File: src/rtl/lfsr_pkg.sv
// Shared types and helpers for the LFSR round-robin scheduler.
package lfsr_pkg;

    localparam int unsigned LFSR_MAX_W = 64;
    localparam logic [7:0]  TAPS8      = 8'hB8;
    localparam logic [7:0]  SEED8      = 8'h01;

    typedef enum logic {
        ST_WARMUP = 1'b0,
        ST_SERVE  = 1'b1
    } fsm_t;

    // One Fibonacci step on a zero-extended state; the caller truncates to its width.
    function automatic logic [LFSR_MAX_W-1:0] lfsr_step(
        input logic [LFSR_MAX_W-1:0] state,
        input logic [LFSR_MAX_W-1:0] taps
    );
        return {state[LFSR_MAX_W-2:0], ^(state & taps)};
    endfunction

endpackage

File: src/rtl/lfsr_rr_sched_if.sv
// Request/grant and seed-load bundle between the scheduler and its consumers.
interface lfsr_rr_sched_if #(
    parameter int unsigned NUM_REQ = 4,
    parameter int unsigned WIDTH   = 8
);
    logic               seed_we;
    logic [WIDTH-1:0]   seed;
    logic [NUM_REQ-1:0] req;
    logic [NUM_REQ-1:0] gnt;
    logic [WIDTH-1:0]   rnd;
    logic               ready;
    logic               lockup_err;

    modport master (
        output seed_we, seed, req,
        input  gnt, rnd, ready, lockup_err
    );

    modport slave (
        input  seed_we, seed, req,
        output gnt, rnd, ready, lockup_err
    );
endinterface

File: src/rtl/lfsr_rr_arb.sv
// Combinational round-robin pick: first asserted request at or after rr_ptr.
module lfsr_rr_arb #(
    parameter int unsigned NUM_REQ = 4
) (
    input  logic [NUM_REQ-1:0]         req,
    input  logic [$clog2(NUM_REQ)-1:0] rr_ptr,
    output logic [$clog2(NUM_REQ)-1:0] winner,
    output logic                       any_req
);

    localparam int unsigned PW = $clog2(NUM_REQ);

    int unsigned idx;

    // Scan from the farthest offset down so the nearest hit overwrites the rest.
    always_comb begin
        winner  = '0;
        any_req = 1'b0;
        idx     = 0;
        for (int unsigned k = 0; k < NUM_REQ; k++) begin
            idx = (32'(rr_ptr) + (NUM_REQ - 1 - k)) % NUM_REQ;
            if (req[PW'(idx)]) begin
                winner  = PW'(idx);
                any_req = 1'b1;
            end
        end
    end

endmodule

File: src/rtl/lfsr_rr_sched.sv
// LFSR sequencer/arbiter: seeding, warm-up stepping and round-robin grants.
// Optional macro LFSR_LOCKUP_CHECK_EN adds zero-state recovery and a sticky lockup_err.
module lfsr_rr_sched
    import lfsr_pkg::*;
#(
    parameter int unsigned      NUM_REQ = 4,
    parameter int unsigned      WIDTH   = 8,
    parameter logic [WIDTH-1:0] TAPS    = TAPS8,
    parameter logic [WIDTH-1:0] SEED    = SEED8,
    parameter int unsigned      WARMUP  = 8
) (
    input  logic                 clk,
    input  logic                 rst,
    lfsr_rr_sched_if.slave       bus
);

    localparam int unsigned PW = $clog2(NUM_REQ);
    localparam int unsigned CW = (WARMUP > 1) ? $clog2(WARMUP) : 1;

    if (SEED == '0) begin : g_bad_seed
        $error("lfsr_rr_sched: SEED must be non-zero");
    end

    fsm_t               fsm;
    logic [WIDTH-1:0]   state;
    logic [CW-1:0]      warm_cnt;
    logic [PW-1:0]      rr_ptr;
    logic [NUM_REQ-1:0] gnt;
    logic [WIDTH-1:0]   rnd;
    logic               ready;
    logic               lockup_err;

    logic [PW-1:0]      winner;
    logic               any_req;
    logic [WIDTH-1:0]   state_step;
    logic [PW-1:0]      ptr_next;

    lfsr_rr_arb #(.NUM_REQ(NUM_REQ)) u_arb (
        .req     (bus.req),
        .rr_ptr  (rr_ptr),
        .winner  (winner),
        .any_req (any_req)
    );

    // Next LFSR value and the pointer slot after the current winner.
    always_comb begin
        state_step = WIDTH'(lfsr_step(LFSR_MAX_W'(state), LFSR_MAX_W'(TAPS)));
        ptr_next   = (winner == PW'(NUM_REQ - 1)) ? '0 : winner + PW'(1);
    end

    // Sequencer: reset > seed load > lockup recovery > warm-up/serve.
    always_ff @(posedge clk) begin
        if (!rst) begin
            state      <= SEED;
            fsm        <= ST_WARMUP;
            warm_cnt   <= '0;
            rr_ptr     <= '0;
            gnt        <= '0;
            rnd        <= '0;
            ready      <= 1'b0;
            lockup_err <= 1'b0;
        end else if (bus.seed_we) begin
            state    <= (bus.seed == '0) ? SEED : bus.seed;
            fsm      <= ST_WARMUP;
            warm_cnt <= '0;
            gnt      <= '0;
            ready    <= 1'b0;
`ifdef LFSR_LOCKUP_CHECK_EN
        end else if (state == '0) begin
            state      <= SEED;
            fsm        <= ST_WARMUP;
            warm_cnt   <= '0;
            gnt        <= '0;
            ready      <= 1'b0;
            lockup_err <= 1'b1;
`endif
        end else begin
            gnt <= '0;
            case (fsm)
                ST_WARMUP: begin
                    ready <= 1'b0;
                    if (WARMUP == 0) begin
                        fsm   <= ST_SERVE;
                        ready <= 1'b1;
                    end else begin
                        state <= state_step;
                        if (warm_cnt == CW'(WARMUP - 1)) begin
                            fsm      <= ST_SERVE;
                            ready    <= 1'b1;
                            warm_cnt <= '0;
                        end else begin
                            warm_cnt <= warm_cnt + CW'(1);
                        end
                    end
                end
                ST_SERVE: begin
                    ready <= 1'b1;
                    if (any_req) begin
                        gnt    <= NUM_REQ'(1) << winner;
                        rnd    <= state;
                        state  <= state_step;
                        rr_ptr <= ptr_next;
                    end
                end
                default: begin
                    fsm   <= ST_WARMUP;
                    ready <= 1'b0;
                end
            endcase
        end
    end

    // Registered outputs onto the bus.
    always_comb begin
        bus.gnt        = gnt;
        bus.rnd        = rnd;
        bus.ready      = ready;
        bus.lockup_err = lockup_err;
    end

endmodule

File: src/flat_wrapper.sv
// flat-port wrapper written by rule: the top's interface ports become plain ports
module lfsr_rr_sched_flat import lfsr_pkg::*;
#(
    parameter int unsigned      NUM_REQ = 4,
    parameter int unsigned      WIDTH   = 8,
    parameter logic [WIDTH-1:0] TAPS    = TAPS8,
    parameter logic [WIDTH-1:0] SEED    = SEED8,
    parameter int unsigned      WARMUP  = 8
)
  (clk, rst, bus_seed_we, bus_seed, bus_req, bus_gnt, bus_rnd, bus_ready, bus_lockup_err);
  lfsr_rr_sched_if #(.NUM_REQ(NUM_REQ), .WIDTH(WIDTH)) bus_i ();
  input  logic clk;
  input  logic rst;
  input wire logic [$bits(bus_i.seed_we)-1:0] bus_seed_we;
  input wire logic [$bits(bus_i.seed)-1:0] bus_seed;
  input wire logic [$bits(bus_i.req)-1:0] bus_req;
  output wire logic [$bits(bus_i.gnt)-1:0] bus_gnt;
  output wire logic [$bits(bus_i.rnd)-1:0] bus_rnd;
  output wire logic [$bits(bus_i.ready)-1:0] bus_ready;
  output wire logic [$bits(bus_i.lockup_err)-1:0] bus_lockup_err;
  assign bus_i.seed_we = bus_seed_we;
  assign bus_i.seed = bus_seed;
  assign bus_i.req = bus_req;
  assign bus_gnt = bus_i.gnt;
  assign bus_rnd = bus_i.rnd;
  assign bus_ready = bus_i.ready;
  assign bus_lockup_err = bus_i.lockup_err;
  lfsr_rr_sched #(.NUM_REQ(NUM_REQ), .WIDTH(WIDTH), .TAPS(TAPS), .SEED(SEED), .WARMUP(WARMUP)) u_core (.clk(clk), .rst(rst), .bus(bus_i));
endmodule
File: config.mk
export PLATFORM = sky130hd
export DESIGN_NAME = lfsr_rr_sched_flat
export DESIGN_NICKNAME = d
export VERILOG_FILES = /design/src/rtl/lfsr_pkg.sv /design/src/rtl/lfsr_rr_sched_if.sv /design/src/rtl/lfsr_rr_arb.sv /design/src/rtl/lfsr_rr_sched.sv /design/src/flat_wrapper.sv
export SDC_FILE = /design/constraint.sdc
export NUM_CORES = 1
export LEC_CHECK = 0
export ABC_AREA = 1
export CAP_MARGIN = 20
export CORE_MARGIN = 2
export CORE_UTILIZATION = 23
export CTS_CLUSTER_DIAMETER = 150
export DETAILED_ROUTE_END_ITERATION = 10
export DONT_BUFFER_PORTS = 1
export SYNTH_ARGS = -nofsm -noshare
export SYNTH_HDL_FRONTEND = slang
export SYNTH_SLANG_ARGS = --single-unit
File: constraint.sdc
create_clock -name clk -period 1.4 [get_ports clk]
set_input_delay 0.28 -clock clk [delete_from_list [all_inputs] [get_ports clk]]
set_output_delay 0.28 -clock clk [all_outputs]
set_load 0.02 [all_outputs]
Yosys cells after proc, flatten, opt, wreduce, memory -nomap -nowiden:

Cells that the tools add are included.

* $add $sub $neg: 5
* mux-type cells: 25
* bitwise operators: 4
* eq/ne operators: 3
* shifts and indexed selects: 1
* $lt $le $gt $ge: 4
* reduce and logical (&&, ||, !) cells: 5

Operators by type and width (number)
* 64-bit XOR reduction: 1
* 8-bit two-way mux: 3
* 8-bit one-hot mux with 2 select lines: 1
* 2-bit by 3-bit < comparator with 1-bit output, second input constant: 4
* 1-bit two-way mux: 10
* 2-bit two-way mux: 5
* 1-bit binary-select mux with 2-bit select: 4
* 8-bit logical NOT: 1
* 2-bit by 1-bit adder with 2-bit output, second input constant: 2
* 2-bit adder, second input constant: 2
* 1-bit NOT: 4
* 4-bit OR reduction: 1
* 1-bit by 2-bit left shift with 4-bit output, first input constant: 1
* 3-bit by 1-bit adder with 3-bit output, second input constant: 1
* 3-bit == test, second input constant: 1
* 3-bit two-way mux: 1
* 3-bit inequality test, second input constant: 1
* 3-bit AND reduction: 1
* 2-bit == test, second input constant: 1
* 1-bit one-hot mux with 2 select lines: 1
* 2-bit OR reduction: 1

* register bits after elaboration: 27
* bits of input ports: 15
* output and inout port bits: 14

Logic depth before layout (Yosys ltp):

Gate-level depths: netlist of run 1.

* depth in word-level cells: 10
* depth in mapped cells: 13
* depth with buffers taken out: 12

Hierarchy:

From an unflattened synthesis of run 1, not the netlist that was laid out.

* cells, all modules: 192
* area total of the unflattened synthesis: 1322.5 sq um

By module, submodules not included
* lfsr_rr_sched: area each 1107.3 sq um, cells an instance 148, times used 1, seq. area each 520.5 sq um
* lfsr_rr_arb: area each 215.2 sq um, cells an instance 44, times used 1, seq. area each 0.0 sq um

Worst setup path after synthesis of run 1:

No wires, ideal clock.

* path type: register to register
* from: register u_core.rr_ptr[0]
* to: register u_core.state[1]
* path slack: 13 ps
* clock period less this slack: 1387 ps
* cell stages (with the launch flop): 11
* arrival time: 1274 ps
* library setup time: 113 ps
* cells stage by stage: dfxtp_1 -> buf_6 -> inv_8 -> nand2_2 -> nand3_1 -> nand2_1 -> nor2_4 -> nand4_4 -> buf_6 -> o21ai_1 -> nor2_1

* cells in the longest elaborated chain, start to end: 8
* elaborated cells on any way between the ends: 16
* classes of those cells: add/sub: 3; eq/ne: 1; mux: 12

Ends and longest elaborated chain
* start: declaration: RTL line lfsr_rr_sched.sv:27 `logic [PW-1:0] rr_ptr;`
* start signal: assignment: RTL line lfsr_rr_sched.sv:102 `rr_ptr <= ptr_next;`
* 2-bit adder: RTL line lfsr_rr_arb.sv:21 `idx = (32'(rr_ptr) + (NUM_REQ - 1 - k)) % NUM_REQ;`
* 1-bit binary-select mux with 2-bit select: RTL line lfsr_rr_arb.sv:22 `if (req[PW'(idx)]) begin`
* 1-bit two-way mux (implied by the code): RTL line lfsr_rr_arb.sv:22
* 1-bit two-way mux (3 in a row): RTL line lfsr_rr_arb.sv:22
* 1-bit two-way mux *: RTL line lfsr_rr_arb.sv:22
* 3-bit inequality test (no source line) *
* end signal: assignment: RTL line lfsr_rr_sched.sv:63 `state <= (bus.seed == '0) ? SEED : bus.seed;`
* end signal: assignment: RTL line lfsr_rr_sched.sv:86 `state <= state_step;`
* end signal: assignment: RTL line lfsr_rr_sched.sv:101 `state <= state_step;`
* end: declaration: RTL line lfsr_rr_sched.sv:25 `logic [WIDTH-1:0] state;`

Mark *: on every way between the ends. The rest lies on a longest branch, timed or not. The select of a mux whose other input is x is not followed.
A chain may end at the register's enable or synchronous reset.

Worst setup path after layout of run 1:

* from: register u_core.rr_ptr[0]
* to: register u_core.state[6]

Same word-level chain as after synthesis.

==> summary.md, run 1 <==
The flow ran to the end, but the final reports show violations. The checks that failed: negative setup slack. In the routed design, unresolved DRC markers number 0. The least setup slack across all paths after layout is -0.110 ns. The fraction of power consumed by sequential logic was 0.576. The die is 81.6 microns tall. The critical path is of the register to register type. The die area was 6650 sq um. The startpoint of the most critical register-to-register path is u_core.rr_ptr[0]. The average size of a mapped cell came out at 6.95 sq um. The clock arrives with 0.00597 ns of skew.

In this run the count of I/O pins placed on the die edge is 29. After floorplanning, the core was divided into 28 placement rows. The run gives 0 as the final max-slew violation count.

The top cell types in the final layout, fill and taps aside, are 48 x sky130_fd_sc_hd__nand2_1, 23 x sky130_fd_sc_hd__nor2_1, 23 x sky130_fd_sc_hd__dfxtp_1. Dividing the detail-routed wire length by the instance count gives 11.3 microns. Maximum level of the CTS H-tree: 1.

The part of the cycle the worst path needs is 1.08. The depth of the critical timing path with buffers and inverters included was 10; the net count after synthesis was 216. The type of the most critical hold path is input pin to register. The run gives 282 as the final non-filler cell total. Sorting the synthesized cells by area gives the leading types as sky130_fd_sc_hd__dfxtp_1 38%, sky130_fd_sc_hd__nand2_1 16%, sky130_fd_sc_hd__nand3_1 8.0%. The category of the worst setup path capture point was a register. The most critical setup path has its startpoint at u_core.rr_ptr[0]. The global route total overflow is 0. Clock tree synthesis inserted a total of 3 buffers.

The tools report the number of global-route vias before repair as 1100. The most critical setup path has its endpoint at u_core.state[6]. The run gives 3180 microns as the final wirelength. The endpoint identified for the worst register-to-register timing path is u_core.state[6]. In the final design database the tool counted 226 nets. The detail route stage leaves a number of antenna-violating nets equal to 0.

Synthesis produced a netlist whose cell count is 199. The number of antenna violations at the first check in global routing was 0; the number of distinct library cell variants in the gate-level netlist after synthesis was 26. The worst register-to-register path has a depth of 10. The tools report the sink count of the clock tree as 26.

Switching component of the power: 0.000324 W. The initial core utilization was 0.237; the worst reg-to-reg setup slack was -0.11 ns. The sequential area share after synthesis is 0.376.

The tools report the number of DRC markers after the initial detailed-route iteration as 66. Delay of the slowest critical-path stage: 0.36 ns. The most prevalent standard cell on the critical path is sky130_fd_sc_hd__nand2_4. The global routing usage summed across all routing layers is 0.101, and the leakage power is 0.832 nW.

The shortest clock period the worst path allows after layout was 1.51 ns; the final count of hold timing violations was 0. Setup violations remaining at the end of the flow were counted as 22. In the final timing run, aggregate negative setup slack is -1.53 ns. The total internal power was 0.00102 W; the share of Yosys cell area claimed by the top area cell type was 0.376. The die is 81.6 microns wide.

The library cell used most frequently in the layout, excluding fill and tap cells, is sky130_fd_sc_hd__nand2_1. VDD sags by at most 0.361 mV. The clock share of power was 0.304; the port buffer count was 0. Buffers plus inverters on the worst setup path: 2. TritonCTS built the clock tree. The switching power share of the total is 0.242. STA puts the critical path data required time at 1.57 ns. The power density over the cells was 762 nW/um^2. The Yosys warning count was 0.

The tools report the count of hold buffers inserted by post-cts repair as 0. The number of synthesized register bits is 26. The cell family with the largest share of critical-path delay is simple AND/OR/NAND/NOR gates.

The logs give 5850 sq um for the core box area and 662 MHz for the maximum clock rate. The logs give 0 for the number of violations of the max-capacitance limit and 4 for the first-pass detailed-route iteration total. Setup repair after global routing could not meet its margin everywhere. From synthesis to final layout, the design area changed by 27.0%. The first global-routing pass estimated 5150 microns of wire. The tools report the power share of the combinational group as 0.120. Once placement completed, the tool counted placed cells totaling 277.

The netlist area before placement was 1380 sq um; the critical-path maximum fanout was 8. The tools report the element type at the critical path start as a register. The root buffer cell chosen for the clock tree is sky130_fd_sc_hd__clkbuf_8.

Timing analysis after detailed placement gives a worst setup slack of -0.135 ns. The post-detailed-placement half-perimeter wirelength came out at 2290 microns. After clock tree synthesis, the clock-pin slew on the worst setup and hold paths is 0.08 ns. The top cell type by total area after synthesis is sky130_fd_sc_hd__dfxtp_1. Counting along the longest clock path gives a buffer depth of 2. For the worst-skew pair, the clock arrives at the later sink with an insertion delay of 0.27 ns. The depth of the worst hold-timing path is 1, and the via density per instance is 4.31. For this design, the slowest cell found on the critical path is sky130_fd_sc_hd__dfxtp_2. At the worst endpoint, the arrival time is 1.68 ns. The tools report the final antenna diode count as 0.

The tools report the routed via count as 1215. The ratio of cells with drive above 1 in the final layout came out at 0.314. The congestion estimate from routability-driven global placement came to 0.796.

The pin count of the biggest net entering global routing is 18. Walking the worst path, the cells encountered are buf_12 -> inv_12 -> nand2_4 -> nand2_2 -> nand2_4 -> nand2_4 -> nor2_4 -> nand4_4 -> o21ai_2 -> nor2_1.
## power by group through the flow
stage	combinational, W	clock [W]	sequential, W
CTS	0.000146	0.000422	0.000771
detailed placement	0.000130	0	0.000788
floorplan	0.000120	0	0.000784
global placement	0.000129	0	0.000788
finish	0.000160	0.000407	0.000772
global route	0.000180	0.000456	0.000775
## cell usage after synthesis, drive strengths merged
cell / instances
a211oi: 1
a21oi: 7
buf: 5
clkbuf: 1
conb: 1
dfxtp: 26
ha: 2
inv: 23
nand2: 71
nand3: 25
nand4: 1
nor2: 25
nor3: 1
o211ai: 1
o21ai: 6
xnor2: 2
xor2: 1
## registers in the layout, summed over array words and instances, names as in the netlist
signal           flops
u_core.rr_ptr        2
u_core.bus.rnd       8
u_core.fsm           1
u_core.state         8
u_core.warm_cnt      3
u_core.bus.gnt       4
## kinds of logic after synthesis
logic type	count (synthesis)	share of synthesized area
xor gates and xnor gates	3	0.0190
adders and majority gates	2	0.0181
DFF	26	0.376
other	1	0.00271
buffers and inverters	29	0.108
AOI/OAI and AO/OA	15	0.0615
and+or+nand+nor	123	0.415
## per-stage QoR
stage | area, sq um | utilization | total power [W] | hold slack (ns)
finish | 1760 | 0.300 | 0.00134 | 0.0888
global route | 1760 | 0.300 | 0.00141 | 0.0704
CTS | 1660 | 0.283 | 0.00134 | 0.0792
detailed placement | 1510 | 0.257 | 0.000918 | 0.363
global placement | 1510 | 0.257 | 0.000917 | 0.362
floorplan | 1380 | - | 0.000904 | 0.440
## worst min path at each step
| stage | from | to | slack, ns |
|---|---|---|---|
| after floorplan | u_core.warm_cnt[2] | u_core.warm_cnt[2] | 0.44 |
| after global placement | rst | u_core.state[0] | 0.36 |
| after detailed placement | rst | u_core.state[0] | 0.36 |
| after CTS | rst | u_core.state[0] | 0.08 |
| after global routing | rst | u_core.state[0] | 0.07 |
| final | rst | u_core.state[0] | 0.09 |
## per-layer routing
| metal | GRT usage | share of wire | up-vias |
|---|---|---|---|
| li1 | - | - | 643 |
| met1 | 0.128 | 0.44 | 538 |
| met2 | 0.161 | 0.46 | 32 |
| met3 | 0.0418 | 0.090 | 2 |
| met4 | 0.0153 | 0.0041 | 0 |
| met5 | 0 | 0 | - |
## final cells by class
cell class	count	area, sq um
repair buffers	10	87.6
clock buffers	3	41.3
multi-input cells	145	907
well taps	75	93.8
inverters	23	104
flip-flops and latches	26	524
fillers	633	4090
## repair_timing
| action | in CTS | in global routing |
|---|---|---|
| endpoints found under the setup margin | 22 | 23 |
| setup buffers | 0 | 1 |
| pin swaps | 6 | 14 |
| resized for setup | 24 | 22 |
| gates cloned | 1 | 0 |
Note: power is estimated with default switching activity, not from simulation.
==> inputs of run 2 (changes only) <==
HOLD_SLACK_MARGIN = 0.08   (was default)
==> summary.md, run 2 (synthesis gave the netlist of run 1 again) <==
The run gives 2 (unchanged) as the maximum clock path buffer count. Classification of the worst setup path: register to register (unchanged). The clock transition at the register clock pins on the worst setup and hold paths after CTS came out at 0.08 ns (about the same). Least setup slack across all paths after layout: -0.121 ns (was -0.110 ns). The total internal power came out at 0.00102 W (about the same). Global routing usage summed across all routing layers: 0.102 (was 0.101). Routed via count: 1211 (was 1215).

The setup TNS came out at -1.63 ns (was -1.53 ns). The critical-path maximum fanout is 8 (unchanged). For the fraction of power consumed by sequential logic, the log shows 0.575 (was 0.576). The logs give 0.303 (was 0.304) for the clock share of power and -0.135 ns (unchanged) for the worst slack at placement.

The run gives 4 (unchanged) as the first-pass detailed-route iteration total. The logs give 0 (unchanged) for the final max-slew violation count and 1105 (was 1100) for the number of global-route vias before repair. The logs give 6650 sq um (unchanged) for the die area and 0.00488 ns (was 0.00597 ns) for the setup skew after layout. The placer congestion estimate came out at 0.796 (unchanged). The type of the most critical hold path was input pin to register (unchanged). The maximum level of the CTS H-tree was 1 (unchanged). The final antenna diode count was 0 (unchanged); the worst hold slack across all endpoints was 0.130 ns (was 0.0888 ns).

The width of the die is 81.6 microns (unchanged). The part of the cycle the worst path needs came out at 1.09 (was 1.08). The tools report the total power as 0.00134 W (about the same). TritonCTS built the clock tree. The worst reg-to-reg setup slack came out at -0.12 ns (was -0.11 ns).

For the number of violations of the max-capacitance limit, the log shows 0 (unchanged). Most used cells in the layout excluding fill and tap cells: 48 x sky130_fd_sc_hd__nand2_1, 23 x sky130_fd_sc_hd__nor2_1, 23 x sky130_fd_sc_hd__dfxtp_1 (unchanged). The run gives 0 (unchanged) as the number of antenna-violating nets in the routed design.

Setup repair after global routing could not meet its margin everywhere. The number of DRC markers after the initial detailed-route iteration came out at 78 (was 66). The port buffer count was 0 (unchanged). The tools report the element type at the critical path start as a register (unchanged).

The tools report the global route total overflow as 0 (unchanged). The switching component of the power came out at 0.000324 W (about the same). The endpoint required time on the critical path came out at 1.57 ns (about the same). The shortest clock period the worst path allows after layout was 1.52 ns (was 1.51 ns). The category of the worst setup path capture point was a register (unchanged). The tools report the number of nets in the layout as 227 (was 226).

The via density per instance is 4.28 (was 4.31). The power share of the combinational group was 0.122 (was 0.120); the wire length of the first global-routing pass was 5220 microns (was 5150 microns). The tools report the maximum resistive drop on vdd as 0.361 mV (about the same). The number of rows in the core area is 28 (unchanged). The flow ran to the end, but the final reports show violations. The run gives 0 (unchanged) as the remaining design rule violation count. The switching power share of the total was 0.242 (about the same); the placed instance area was 1510 sq um (unchanged). The detailed-route wire length per cell was 11.4 microns (was 11.3 microns); the arrival time at the worst endpoint was 1.69 ns (was 1.68 ns). Final wirelength: 3210 microns (was 3180 microns).

The CTS root buffer is sky130_fd_sc_hd__clkbuf_8 (unchanged). For the initial core utilization, the log shows 0.237 (unchanged). Most common cell after layout, fill and taps aside: sky130_fd_sc_hd__nand2_1 (unchanged). The run gives 22 (unchanged) as the number of failing setup endpoints in the final timing report. Failing checks: negative setup slack (unchanged). The ratio of cells with drive above 1 in the final layout was 0.313 (was 0.314).

The leakage power was 0.836 nW (was 0.832 nW); the final design area excluding fillers was 1770 sq um (was 1760 sq um). The final count of hold timing violations came out at 0 (unchanged). The maximum clock rate is 658 MHz (was 662 MHz). Floorplan die height: 81.6 microns (unchanged).

The number of ports placed on the die boundary is 29 (unchanged), and the total clock buffers created by CTS is 3 (unchanged). The area growth from synthesis to layout is 27.8% (was 27.0%). For the post-detailed-placement half-perimeter wirelength, the log shows 2290 microns (unchanged). The insertion delay to the later sink of the worst-skew pair was 0.27 ns (about the same); the sink count of the clock tree was 26 (unchanged). The run gives 5850 sq um (unchanged) as the core box area. Registers with the most flip-flops: u_core.bus.rnd: 8 flops, u_core.state: 8 flops, u_core.bus.gnt: 4 flops (unchanged). The logs give 18 (unchanged) for the pin count of the biggest net entering global routing and 0 (unchanged) for the number of antenna violations at the first check in global routing. The power density over the cells was 759 nW/um^2 (was 762 nW/um^2).
run 2: area by class of cell:
type	instances	area, sq um
flip-flops and latches	26	524
repair buffers	11	97.6
inverters	23	104
well taps	75	93.8
fillers	632	4080
clock buffers	3	41.3
multi-input cells	145	907
run 2: power by group through the flow:
stage | registers (W) | logic, W | clock network, W
after floorplan | 0.000784 | 0.000120 | 0
after global placement | 0.000788 | 0.000129 | 0
after detailed placement | 0.000788 | 0.000130 | 0
after CTS | 0.000771 | 0.000149 | 0.000422
after global routing | 0.000775 | 0.000183 | 0.000456
final | 0.000772 | 0.000164 | 0.000407
run 2: path summary, 6_finish.rpt:
kind | from | to | cells after the start
worst max-delay path | u_core.rr_ptr[0] | u_core.state[6] | 10
worst min-delay path | rst | u_core.state[4] | 2
worst max register to register | u_core.rr_ptr[0] | u_core.state[6] | 10
worst min register to register | u_core.warm_cnt[2] | u_core.warm_cnt[2] | 2
run 2: through the flow:
step | utilization | cells
floorplan | - | 199
global placement | 0.257 | 277
detailed placement | 0.257 | 277
CTS | 0.285 | 282
global route | 0.302 | 283
finish | 0.302 | 283
run 2: layer usage:
layer,share of wire,vias to the layer above,track usage,routed length [microns]
met5,0,-,0,0
met4,0.0040,0,0.0153,13
met3,0.094,2,0.0418,302
met2,0.47,33,0.165,1500
met1,0.43,529,0.130,1390
li1,-,647,-,-
run 2: critical path: stages, from the launching register on:
cell and delay [ns]:
sky130_fd_sc_hd__dfxtp_2 0.36, sky130_fd_sc_hd__buf_12 0.14, sky130_fd_sc_hd__inv_12 0.05, sky130_fd_sc_hd__nand2_8 0.07
sky130_fd_sc_hd__nand2_4 0.06, sky130_fd_sc_hd__nand2_4 0.07, sky130_fd_sc_hd__nand2_4 0.06, sky130_fd_sc_hd__nor2_4 0.18
sky130_fd_sc_hd__nand4_4 0.22, sky130_fd_sc_hd__o21ai_2 0.17, sky130_fd_sc_hd__nor2_1 0.05
run 2: repair_timing:
item	4_1_cts	5_1_grt
cloned	1	0
endpoints found under the setup margin	22	23
resized for setup	24	22
hold buffers	1	0
endpoints found under the hold margin	1	0
pin swaps	6	14
buffers inserted	0	1
==> inputs of run 3 (changes only) <==
CORE_MARGIN = 1   (was 2)
SKIP_LAST_GASP = 1   (was default)
==> summary.md, run 3 (synthesis gave the netlist of run 1 again) <==
The width of the die was 79.6 microns (was 81.6 microns); the maximum clock path buffer count was 2 (unchanged). The tools report the critical path startpoint as u_core.rr_ptr[0] (unchanged). Insertion delay to the later sink of the worst-skew pair: 0.27 ns (about the same). The die area is 6330 sq um (was 6650 sq um), and the placed instance area is 1510 sq um (about the same). TritonCTS built the clock tree. The routed via count was 1249 (was 1211). The number of ports placed on the die boundary is 29 (unchanged). The type of the most critical hold path is input pin to register (unchanged).

The number of global-route vias before repair was 1123 (was 1105); the length in cells of the worst reg-to-reg path was 11 (was 10). The CTS root buffer is sky130_fd_sc_hd__clkbuf_8 (unchanged). The run gives 0.108 (was 0.102) as the global routing usage summed across all routing layers.

The buffers plus inverters on the worst setup path is 3 (was 2). The least setup slack across all paths after layout is -0.125 ns (was -0.121 ns), and the pin count of the biggest net entering global routing is 18 (unchanged). The end of the worst register-to-register path is u_core.rr_ptr[1] (was u_core.state[6]). First-pass detailed-route iteration total: 4 (unchanged).

The clock transition at the register clock pins on the worst setup and hold paths after CTS was 0.09 ns (was 0.08 ns); the maximum level of the CTS H-tree was 1 (unchanged). The part of the cycle the worst path needs was 1.09 (about the same). Shortest clock period the worst path allows after layout: 1.52 ns (about the same). The worst hold slack across all endpoints was 0.121 ns (was 0.130 ns); the number of violations of the max-capacitance limit was 0 (unchanged).

The number of nets in the layout was 229 (was 227); the count of fill cells added during filler insertion was 592 (was 632). The run gives 0.846 (was 0.796) as the placer congestion estimate. The detailed-route wire length per cell is 11.6 microns (was 11.4 microns).

Final non-filler cell total: 283 (unchanged). Cell breakdown of the critical path: buf_12 -> inv_8 -> nand2_2 -> nand3_2 -> nand2_2 -> nor2_4 -> nand2_4 -> nand3_4 -> inv_6 -> nand3_2 -> nand3_1 (was buf_12 -> inv_12 -> nand2_8 -> nand2_4 -> nand2_4 -> nand2_4 -> nor2_4 -> nand4_4 -> o21ai_2 -> nor2_1). The run gives 1740 sq um (was 1770 sq um) as the final design area excluding fillers. For the arrival time at the worst endpoint, the log shows 1.69 ns (about the same). Launch point of the worst hold path: rst (unchanged). The ratio of cells with drive above 1 in the final layout is 0.313 (about the same).

For the global route total overflow, the log shows 0 (unchanged). The run gives -0.106 ns (was -0.135 ns) as the worst slack at placement. The cell family with the largest share of critical-path delay is simple AND/OR/NAND/NOR gates (unchanged).

The number of antenna-violating nets in the routed design is 0 (unchanged), and the initial core utilization is 0.245 (was 0.237). The final max-slew violation count came out at 0 (unchanged). The tools report the category of the worst setup path capture point as a register (unchanged). Most used cells in the layout excluding fill and tap cells: 47 x sky130_fd_sc_hd__nand2_1, 23 x sky130_fd_sc_hd__dfxtp_1, 22 x sky130_fd_sc_hd__nor2_1 (was 48 x sky130_fd_sc_hd__nand2_1, 23 x sky130_fd_sc_hd__nor2_1, 23 x sky130_fd_sc_hd__dfxtp_1). Slowest library cell on the worst path: sky130_fd_sc_hd__dfxtp_2 (unchanged). The number of antenna violations at the first check in global routing is 0 (unchanged). The via density per instance came out at 4.41 (was 4.28). The area growth from synthesis to layout was 25.5% (was 27.8%).

The tools report the endpoint required time on the critical path as 1.57 ns (about the same). The port buffer count is 0 (unchanged). The number of rows in the core area was 27 (was 28).

The depth of the worst hold-timing path is 2 (unchanged), and the remaining design rule violation count is 0 (unchanged). The startpoint of the most critical register-to-register path is u_core.rr_ptr[0] (unchanged). The most common cell after layout, fill and taps aside was sky130_fd_sc_hd__nand2_1 (unchanged). The flow ran to the end, but the final reports show violations.

The element type at the critical path start is a register (unchanged). Classification of the worst setup path: register to register (unchanged). The sink count of the clock tree is 26 (unchanged), and the final count of hold timing violations is 0 (unchanged). Final wirelength: 3290 microns (was 3210 microns).

Delay of the slowest critical-path stage: 0.34 ns (was 0.36 ns). The core box area was 5640 sq um (was 5850 sq um). Failing checks: negative setup slack (unchanged).

Final antenna diode count: 0 (unchanged). Worst reg-to-reg setup slack: -0.12 ns (about the same). The leakage power is 0.836 nW (about the same). The endpoint with the worst hold slack was u_core.state[4] (unchanged). The number of failing setup endpoints in the final timing report was 21 (was 22); the maximum clock rate was 656 MHz (was 658 MHz).

The placed instance count came out at 275 (was 277). The maximum resistive drop on vdd came out at 0.382 mV (was 0.361 mV). The power density over the cells is 895 nW/um^2 (was 759 nW/um^2), and the setup skew after layout is 0.00245 ns (was 0.00488 ns).

The wire length of the first global-routing pass was 5240 microns (was 5220 microns); the number of DRC markers after the initial detailed-route iteration was 84 (was 78). The tools report the setup TNS as -1.59 ns (was -1.63 ns). The run gives 3 (unchanged) as the total clock buffers created by CTS. Setup repair after global routing could not meet its margin everywhere. The floorplan die height is 79.6 microns (was 81.6 microns).

Post-detailed-placement half-perimeter wirelength: 2280 microns (was 2290 microns). The critical-path maximum fanout works out to 8 (unchanged). Registers with the most flip-flops: u_core.bus.rnd: 8 flops, u_core.state: 8 flops, u_core.bus.gnt: 4 flops (unchanged).
==> run 3: cell count changes in the layout (fill, tap and decap cells not counted), moves of 2 or more <==
cell                      change
sky130_fd_sc_hd__nand3_1      +3
sky130_fd_sc_hd__nand2_4      -5
sky130_fd_sc_hd__o21ai_2      -2
sky130_fd_sc_hd__o21ai_1      +4
sky130_fd_sc_hd__nand2_2      +7
sky130_fd_sc_hd__o21ai_0      -2
sky130_fd_sc_hd__nand3_4      -2
==> run 3: per-layer routing <==
layer,part of all wire,track usage,wire length [microns],up-vias
met5,0,0,0,-
met4,0.018,0.0455,58,0
met3,0.068,0.0389,223,9
met2,0.47,0.162,1540,36
met1,0.45,0.139,1470,554
li1,-,-,-,650
==> run 3: timing repair <==
| action | in CTS | in global routing |
|---|---|---|
| setup buffers | 0 | 2 |
| endpoints found under the hold margin | 1 | 0 |
| pin swaps | 3 | 9 |
| resized for setup | 15 | 21 |
| cloned | 1 | 0 |
| endpoints found under the setup margin | 22 | 23 |
| hold buffers | 1 | 0 |
==> run 3: worst max path at each step <==
| stage | end | slack, ns | cells after the start |
|---|---|---|---|
| 6_report | u_core.rr_ptr[1] | -0.12 | 11 |
| 5_1_grt | u_core.rr_ptr[1] | -0.24 | 13 |
| 4_1_cts | u_core.rr_ptr[1] | -0.11 | 12 |
| 3_5_place_dp | u_core.rr_ptr[1] | -0.11 | 11 |
| 3_3_place_gp | u_core.rr_ptr[1] | -0.10 | 12 |
| 2_1_floorplan | u_core.state[1] | 0.01 | 10 |
==> run 3: power by group <==
group / internal [W] / leakage, nW / switching (W) / total (W)
clock network: 0.000383 / 0.0357 / 0.000245 / 0.000628
registers: 0.000757 / 0.213 / 0.0000160 / 0.000773
logic: 0.0000630 / 0.587 / 0.0000901 / 0.000153
total: 0.00120 / 0.836 / 0.000351 / 0.00155
==> run 3: metrics by stage <==
stage	util	power (W)
global route	0.308	0.00162
finish	0.308	0.00155
detailed placement	0.267	0.000917
global placement	0.267	0.000916
CTS	0.296	0.00156
floorplan	-	0.000904
==> run 3: cell type report <==
cell class	instances	area (sq um)	share of cell area
Timing Repair Buffer	13	116	0.0670
Tap cell	72	90.1	0.0519
Multi-Input combinational cell	145	836	0.481
Clock inverter	1	30.0	0.0173
Clock buffer	3	41.3	0.0238
Sequential cell	26	524	0.302
Inverter	23	98.8	0.0569
